### src/rtl/two_phase_clock_monitor_pkg.sv
// Shared definitions for the two-phase clock monitor: FSM state codes,
// the sampled (CLK1,CLK2) patterns that make up one generator period,
// and small helpers describing the expected sequence.
package two_phase_clock_monitor_pkg;

  // Monitor FSM state codes; the numeric values are exported on STATE.
  typedef enum logic [2:0] {
    HUNT = 3'd0,
    P1   = 3'd1,
    G1   = 3'd2,
    P2   = 3'd3,
    G2   = 3'd4
  } monitorState_t;

  // Sampled {s1,s2} patterns.
  localparam logic [1:0] PAT_P1      = 2'b10;
  localparam logic [1:0] PAT_P2      = 2'b01;
  localparam logic [1:0] PAT_GAP     = 2'b00;
  localparam logic [1:0] PAT_OVERLAP = 2'b11;

  // Width of the error-free period counter; LOCK_PERIODS tops out at 15.
  localparam int PERIOD_CNT_W = 4;

  // Pattern the next sample must show when the FSM sits in state s.
  function automatic logic [1:0] expectedPattern(input monitorState_t s);
    logic [1:0] pat;
    case (s)
      P1:      pat = PAT_GAP;
      G1:      pat = PAT_P2;
      P2:      pat = PAT_GAP;
      G2:      pat = PAT_P1;
      default: pat = PAT_P1;
    endcase
    return pat;
  endfunction

  // State reached from s when the expected pattern (and O_S toggle) is seen.
  function automatic monitorState_t successorState(input monitorState_t s);
    monitorState_t nxt;
    case (s)
      HUNT:    nxt = P1;
      P1:      nxt = G1;
      G1:      nxt = P2;
      P2:      nxt = G2;
      G2:      nxt = P1;
      default: nxt = HUNT;
    endcase
    return nxt;
  endfunction

  // True when leaving s enters a phase pulse, where O_S must have toggled.
  function automatic logic entersCheckedPulse(input monitorState_t s);
    return (s == G1) || (s == G2);
  endfunction

endpackage

### src/rtl/two_phase_clock_monitor_phase_sampler.sv
// Input register stage of the two-phase clock monitor. CLK1, CLK2 and O_S
// are registered once on the master clock; everything downstream only ever
// looks at these samples, so no input reaches an output combinationally.
module phase_sampler (
  input  logic clock,
  input  logic resetN,
  input  logic clk1,
  input  logic clk2,
  input  logic oS,
  output logic s1,
  output logic s2,
  output logic so
);

  // Capture the three generator outputs every master clock edge.
  always_ff @(posedge clock or negedge resetN) begin
    if (!resetN) begin
      s1 <= 1'b0;
      s2 <= 1'b0;
      so <= 1'b0;
    end else begin
      s1 <= clk1;
      s2 <= clk2;
      so <= oS;
    end
  end

endmodule

### src/rtl/two_phase_clock_monitor.sv
// Two-phase clock monitor. Follows the sampled (CLK1,CLK2) sequence
// (1,0) -> (0,0) -> (0,1) -> (0,0), checks that O_S toggles at every phase
// pulse, declares lock after LOCK_PERIODS clean periods, and reports each
// violation as a one-cycle ERR pulse plus a saturating ERR_CNT.
module two_phase_clock_monitor
  import two_phase_clock_monitor_pkg::*;
#(
  parameter int LOCK_PERIODS = 4,
  parameter int ERR_W        = 8
) (
  input  logic             CLK,
  input  logic             RST_N,
  input  logic             CLK1,
  input  logic             CLK2,
  input  logic             O_S,
  input  logic             CLR_ERR,
  output logic             LOCKED,
  output logic             ERR,
  output logic [ERR_W-1:0] ERR_CNT,
  output logic [2:0]       STATE
);

  localparam logic [PERIOD_CNT_W-1:0] LOCK_TARGET = PERIOD_CNT_W'(LOCK_PERIODS);
  localparam logic [ERR_W-1:0]        ERR_CNT_MAX = '1;
  localparam logic [ERR_W-1:0]        ERR_CNT_ONE = ERR_W'(1);

  logic s1;
  logic s2;
  logic so;
  logic [1:0] sample;

  monitorState_t            state;
  monitorState_t            nextState;
  logic                     lastOs;
  logic [PERIOD_CNT_W-1:0]  periodCnt;
  logic                     locked;
  logic                     err;
  logic [ERR_W-1:0]         errCnt;

  logic violation;
  logic captureOs;
  logic periodDone;
  logic osToggled;

  phase_sampler uSampler (
    .clock  (CLK),
    .resetN (RST_N),
    .clk1   (CLK1),
    .clk2   (CLK2),
    .oS     (O_S),
    .s1     (s1),
    .s2     (s2),
    .so     (so)
  );

  assign sample    = {s1, s2};
  assign osToggled = (so != lastOs);

  // Decode the registered sample against the current state: where to go
  // next, whether this is a violation, and whether a period just completed.
  // In HUNT the first phase-1 pulse is accepted without an O_S check since
  // there is no previous O_S value to compare against yet.
  always_comb begin
    nextState  = state;
    violation  = 1'b0;
    captureOs  = 1'b0;
    periodDone = 1'b0;
    if (state == HUNT) begin
      if (sample == PAT_OVERLAP) begin
        violation = 1'b1;
      end else if (sample == PAT_P1) begin
        nextState = P1;
        captureOs = 1'b1;
      end
    end else if ((sample != expectedPattern(state)) ||
                 (entersCheckedPulse(state) && !osToggled)) begin
      violation = 1'b1;
      nextState = HUNT;
    end else begin
      nextState  = successorState(state);
      captureOs  = entersCheckedPulse(state);
      periodDone = (state == G2);
    end
  end

  // Sequence FSM with its lock bookkeeping and registered error pulse.
  // Lock needs LOCK_PERIODS consecutive clean periods; any violation
  // drops back to HUNT and forgets all progress.
  always_ff @(posedge CLK or negedge RST_N) begin
    if (!RST_N) begin
      state     <= HUNT;
      lastOs    <= 1'b0;
      periodCnt <= '0;
      locked    <= 1'b0;
      err       <= 1'b0;
    end else begin
      state <= nextState;
      err   <= violation;
      if (captureOs) begin
        lastOs <= so;
      end
      if (violation) begin
        periodCnt <= '0;
        locked    <= 1'b0;
      end else if (periodDone) begin
        if (periodCnt != LOCK_TARGET) begin
          periodCnt <= periodCnt + 1'b1;
        end
        if ((periodCnt + 1'b1) == LOCK_TARGET) begin
          locked <= 1'b1;
        end
      end
    end
  end

  // Saturating violation counter. A clear that coincides with a violation
  // leaves the count at one so that violation is not lost.
  always_ff @(posedge CLK or negedge RST_N) begin
    if (!RST_N) begin
      errCnt <= '0;
    end else if (violation) begin
      if (CLR_ERR) begin
        errCnt <= ERR_CNT_ONE;
      end else if (errCnt != ERR_CNT_MAX) begin
        errCnt <= errCnt + ERR_CNT_ONE;
      end
    end else if (CLR_ERR) begin
      errCnt <= '0;
    end
  end

  assign STATE   = state;
  assign LOCKED  = locked;
  assign ERR     = err;
  assign ERR_CNT = errCnt;

endmodule

### config.mk
export PLATFORM = sky130hd
export DESIGN_NAME = two_phase_clock_monitor
export DESIGN_NICKNAME = d
export VERILOG_FILES = /design/src/rtl/two_phase_clock_monitor_pkg.sv /design/src/rtl/two_phase_clock_monitor_phase_sampler.sv /design/src/rtl/two_phase_clock_monitor.sv
export SDC_FILE = /design/constraint.sdc
export NUM_CORES = 1
export LEC_CHECK = 0
export BUFFER_PORTS_ARGS = -buffer_cell sky130_fd_sc_hd__buf_4
export CORE_UTILIZATION = 45
export CTS_BUF_LIST = sky130_fd_sc_hd__clkbuf_4
export DETAILED_ROUTE_END_ITERATION = 7
export HOLD_SLACK_MARGIN = 0.05
export PLACE_DENSITY = 0.63
export SETUP_SLACK_MARGIN = 0.05
export SYNTH_ARGS = -nofsm -noshare
export SYNTH_HDL_FRONTEND = slang
export SYNTH_SLANG_ARGS = --single-unit
### constraint.sdc
create_clock -name CLK -period 3 [get_ports CLK]
set_input_delay 0.6 -clock CLK [delete_from_list [all_inputs] [get_ports CLK]]
set_output_delay 0.6 -clock CLK [all_outputs]
set_load 0.02 [all_outputs]
# Yosys cells after proc, flatten, opt, wreduce, memory -nomap -nowiden
# Cells that the tools add are included.
# word_totals
reg_bits	21
input_bits	6
output_inout_bits	13
wordCells	65
# op_classes
add_sub_neg	2
n_eq_ne	13
n_mux	26
n_reduce_logical	15
# ops
operator	n
$mux W8	4
$mux W1	12
$mux W3	4
$mux W4	3
$pmux W3 S4	1
$reduce_bool A2 Y1	5
$add A8 B1 Y8 const B	1
$ne A8 B8 Y1 const B	1
$reduce_and A2 Y1	4
$eq A3 B2 Y1 const B	2
$add A4 B1 Y4 const B	1
$eq A2 B2 Y1 const B	2
$eq A4 B3 Y1 const B	1
$ne A4 B3 Y1 const B	1
$pmux W2 S2	1
$eq A3 B1 Y1 const B	1
$eq A3 B3 Y1 const B	1
$logic_not A3 Y1	1
$logic_or A1 B1 Y1	2
$mux W2	1
$ne A2 B1 Y1 const B	1
$ne A2 B2 Y1	1
$ne A2 B2 Y1 const B	1
$reduce_or A2 Y1	1
other kinds (3)	3

# Longest topological paths before layout
# logic_depth
word_depth	10
mapped_depth	7

# Hierarchy
# Synthesis repeated with hierarchy kept, for this count alone.
# hier_totals
cells_unflattened	115
area_unflattened_um2	1168.6
# by_module_without_submodules
module	instances	cells_each	area_per_inst_um2	seq_area_each_um2
two_phase_clock_monitor	1	112	1093.5	450.4
phase_sampler	1	3	75.1	75.1

# Worst setup path before layout
# OpenSTA, ideal clock, no wires.
# synth_path
kind	reg2reg
startpoint	reg state[2], in the netlist STATE[2]
endpoint	reg errCnt[6], in the netlist ERR_CNT[6]
setup_ns	0.135
arrival_ns	1.618
setup_slack_ns	1.246
path_stages_with_launch	8
n_path_buf	1
cell_sequence	dfrtp_1 -> buf_2 -> nor4b_2 -> a211oi_4 -> nor2_2 -> inv_4 -> a41oi_1 -> a311oi_1
# synth_between
elab_chain_len	10
elab_cells_between_ends	17
cone_classes	5 x eq/ne; 5 x mux; 7 x reduce/logical
# synth_rtl
item	line	text
from (decl)	two_phase_clock_monitor.sv:32	monitorState_t state;
from (signal assigned)	two_phase_clock_monitor.sv:97	state <= nextState;
$eq A3 B2 Y1 / $eq A3 B1 Y1 (equally long branches)	two_phase_clock_monitor_pkg.sv:27	case (s)
$reduce_or A2 Y1 (no source line)	n/a	
$pmux W2 S2	two_phase_clock_monitor_pkg.sv:27	
$mux W2	two_phase_clock_monitor.sv:68	if (state == HUNT) begin
$ne A2 B2 Y1	two_phase_clock_monitor.sv:75	end else if ((sample != expectedPattern(state)) ||
$logic_or A1 B1 Y1	two_phase_clock_monitor.sv:75	
$mux W1	two_phase_clock_monitor.sv:75	
$mux W1 *	two_phase_clock_monitor.sv:68	
net violation	two_phase_clock_monitor.sv:40	logic violation;
$reduce_bool A2 Y1 (no source line)	n/a	
$reduce_and A2 Y1 (no source line)	n/a	
to (signal assigned)	two_phase_clock_monitor.sv:125	errCnt <= errCnt + ERR_CNT_ONE;
to (decl)	two_phase_clock_monitor.sv:38	logic [ERR_W-1:0] errCnt;
# The timed path passes the listed nets; every way through them passes the cells marked *. The select of a mux whose other input is x is not followed.
# A chain may end at the register's enable or synchronous reset.

# Worst setup path after layout
# layout_path
startpoint	reg state[2], in the netlist STATE[2]
endpoint	reg errCnt[3], in the netlist ERR_CNT[3]
# layout_between
elab_chain_len	10
elab_cells_between_ends	17
cone_classes	5 x eq/ne; 5 x mux; 7 x reduce/logical
# layout_rtl
item	line
$eq A3 B2 Y1 / $eq A3 B1 Y1 (equally long branches)	two_phase_clock_monitor_pkg.sv:27
$reduce_or A2 Y1 (no source line)	n/a
$pmux W2 S2	two_phase_clock_monitor_pkg.sv:27
$mux W2	two_phase_clock_monitor.sv:68
$ne A2 B2 Y1	two_phase_clock_monitor.sv:75
$logic_or A1 B1 Y1	two_phase_clock_monitor.sv:75
$mux W1	two_phase_clock_monitor.sv:75
$mux W1 *	two_phase_clock_monitor.sv:68
$reduce_bool A2 Y1 (no source line)	n/a
$reduce_and A2 Y1 (no source line)	n/a
# Mark *: on every way between the ends. The rest lies on a longest branch, timed or not. The select of a mux whose other input is x is not followed.

==> results.cfg <==
[synthesis]
synth_area_leader_cell = dfrtp_1
synth-async-reset-ratio = 1.00
synth_cell_types = 42
syn_inst = 107
synth_seq_cells = 21
synth_edf_count = 0
synth_nets = 117
netlist.area_leader.share = 0.470
ys.flop_type = dfrtp_1
yosysSeqAreaShare = 0.470
yosys_warnings = 0
syn_area_per_cell_um2 = 10.4
synth_area_mm2 = 0.00112
synth_area_leaders = dfrtp_1 (47%), ha_1 (4.5%), and3_1 (2.8%), nand3_1 (2.7%), a21oi_1 (2.2%)

[routing]
vias = 861
postRouteWirelength_um = 2100
drc = 0
viasPerCell = 5.59
antenna_left = 0
firstDrtPassIters = 4
route.detailed.wl_per_inst_um = 13.6
drtIter0Drc = 14

[clock_network]
cts_buffers = 3
cts_tree = yes
h-tree-depth = 1
clockBufferDepth = 2
hold_buffers = 0
post_cts_buffers = 0
ctsRootBufferMaster = clkbuf_4
clkTransAtPathRegs_ns = 0.11
clock_latency_ns = 0.29
cts-resized-gates = 0
clock_sinks = 21

[place]
placed_area_mm2 = 0.00127
post-place-ws_ns = 1.26
place.gp.congestion = 0.789
io_buffers = 18
dp.final_hpwl_um = 1580
place_inst = 150

[worst_setup_path]
critPathRequiredTime_ns = 3.22
critPathSlowestCell = dfrtp_1
cp-start-kind = flip-flop
worstPathMaxFanout = 11
max_stage_delay_ns = 0.51
worstPathCellList = and3b_4 -> a211oi_4 -> o21ai_2 -> or3_1 -> a21oi_1
critPathCaptureType = flip-flop
arrival_ns = 1.97
crit_type = reg -> reg

[layout]
n_antenna_cell = 0
nFillCells = 209
drive_above_1_share = 0.230
final_area_mm2 = 0.00130
fin_cells = 154
mostFrequentLayoutCells = dfrtp_1 (21), buf_4 (18), nand3_1 (6)
area_delta_synth_final_pct = 16.5
layout.cells.most_common = dfrtp_1
final_nets = 137

[global_routing]
grtUsageTotal = 0.192
antenna_found_initial = 0
grt.overflow.total = 0
grt_max_degree = 22
grt_pass1_wl_um = 3770
first_global_vias = 842

[sta]
hold_viol = 0
fin_crit_sh = 0.585
worst_pin_slew_ns = 0.474
setup_viol = 0
min_period_ns = 1.75
fmax_mhz = 570
rsz0062_at_grt = false
worst_slack_ns = 1.25
timing.setup.tns_ns = 0
finalMaxSlewViolations = 0
relSlewSlack = 0.683
clock_skew_ns = 0.00566

[power_and_ir_drop]
power.leakage_uw = 0.000596
ir_drop_mv = 0.259
powerDensity_mw_per_mm2 = 501
totalPowerFinal_uw = 652

[die]
core_area_mm2 = 0.00228
die_w_um = 51.8
ioPinCount = 19
die_area_mm2 = 0.00269
rows = 17
floorplan.initialDensity = 0.491
die_h_um = 51.8

[status]
status = finished, final reports clean

[hold_path]
min_path_type = in -> async

[run]
maxCapViolations = 0
-- final timing paths --
path,start,to,slack (ns),depth (start not counted)
worst max-delay path,STATE[2],ERR_CNT[3],1.25,5
worst max register to register,STATE[2],ERR_CNT[3],1.25,5
worst min register to register,lastOs,lastOs,0.53,1
worst min-delay path,RST_N,ERR_CNT[6],0.16,1
max in group asynchronous,RST_N,periodCnt[2],2.62,1
min in group CLK,CLK2,uSampler.s2,0.40,1
-- sequential cells by signal, summed over array words and instances, names as in the netlist --
name and cells:
ERR 1, ERR_CNT 8, LOCKED 1, STATE 3, lastOs 1, periodCnt 4
uSampler.s1 1, uSampler.s2 1, uSampler.so 1
-- worst max-delay path, delay by kind of cell (launching register included) --
family / cells / cell delay [ns]
AO/OA/AOI/OAI: 3 / 0.60
flip-flops: 1 / 0.51
AND/OR/NAND/NOR: 2 / 0.57
-- cells in the mapped netlist, types with 2 or more instances --
cell / count
or3_1: 2
mux2i_1: 2
nor3_1: 2
o211ai_1: 3
and4_1: 2
ha_1: 4
a21oi_1: 5
inv_1: 4
nand2_1: 5
nand3_1: 6
o21ai_0: 3
a311oi_1: 2
o21ai_1: 3
nor2b_1: 4
nor2_1: 4
xnor2_1: 2
dfrtp_1: 21
and3_1: 5
nand2b_1: 2
nor3b_1: 2
a31oi_1: 2
a22o_1: 2
-- power breakdown --
| part | switching [uW] | internal (uW) | leakage [uW] |
|---|---|---|---|
| logic | 97.2 | 71.5 | 0.000300 |
| clock network | 80.4 | 60.7 | 0.0000184 |
| registers | 32.3 | 310 | 0.000278 |
| total | 210 | 442 | 0.000596 |
-- metal layers --
metal	GRT usage	wire length, um	vias up
met5	0	0	-
met3	0.0263	57	2
met1	0.250	990	410
li1	-	-	433
met4	0.0901	13	0
met2	0.312	1040	16
-- stage by stage --
step	util	hold WS (ns)
floorplan	-	0.304
global placement	0.559	0.495
detailed placement	0.559	0.499
CTS	0.572	0.159
global route	0.572	0.158
finish	0.572	0.165
-- cell families (layout without fill, tap and decap cells) --
kind of cell	Yosys count	count (layout)	synth area share
AO/OA/AOI/OAI	26	26	0.166
multiplexers	3	3	0.0280
adder cells (fa/ha/maj)	4	4	0.0448
XOR/XNOR	3	3	0.0235
AND/OR/NAND/NOR	42	42	0.234
flip-flops	21	21	0.470
buffers and inverters	8	27	0.0336
-- cell type report --
cell class	instances	area, um2	share of cell area
Clock buffer	4	30.0	0.0231
Multi-Input combinational cell	78	554	0.426
Inverter	5	21.3	0.0163
Timing Repair Buffer	18	135	0.104
Sequential cell	21	526	0.404
Tap cell	28	35.0	0.0269
(Power assumes the default switching activity.)
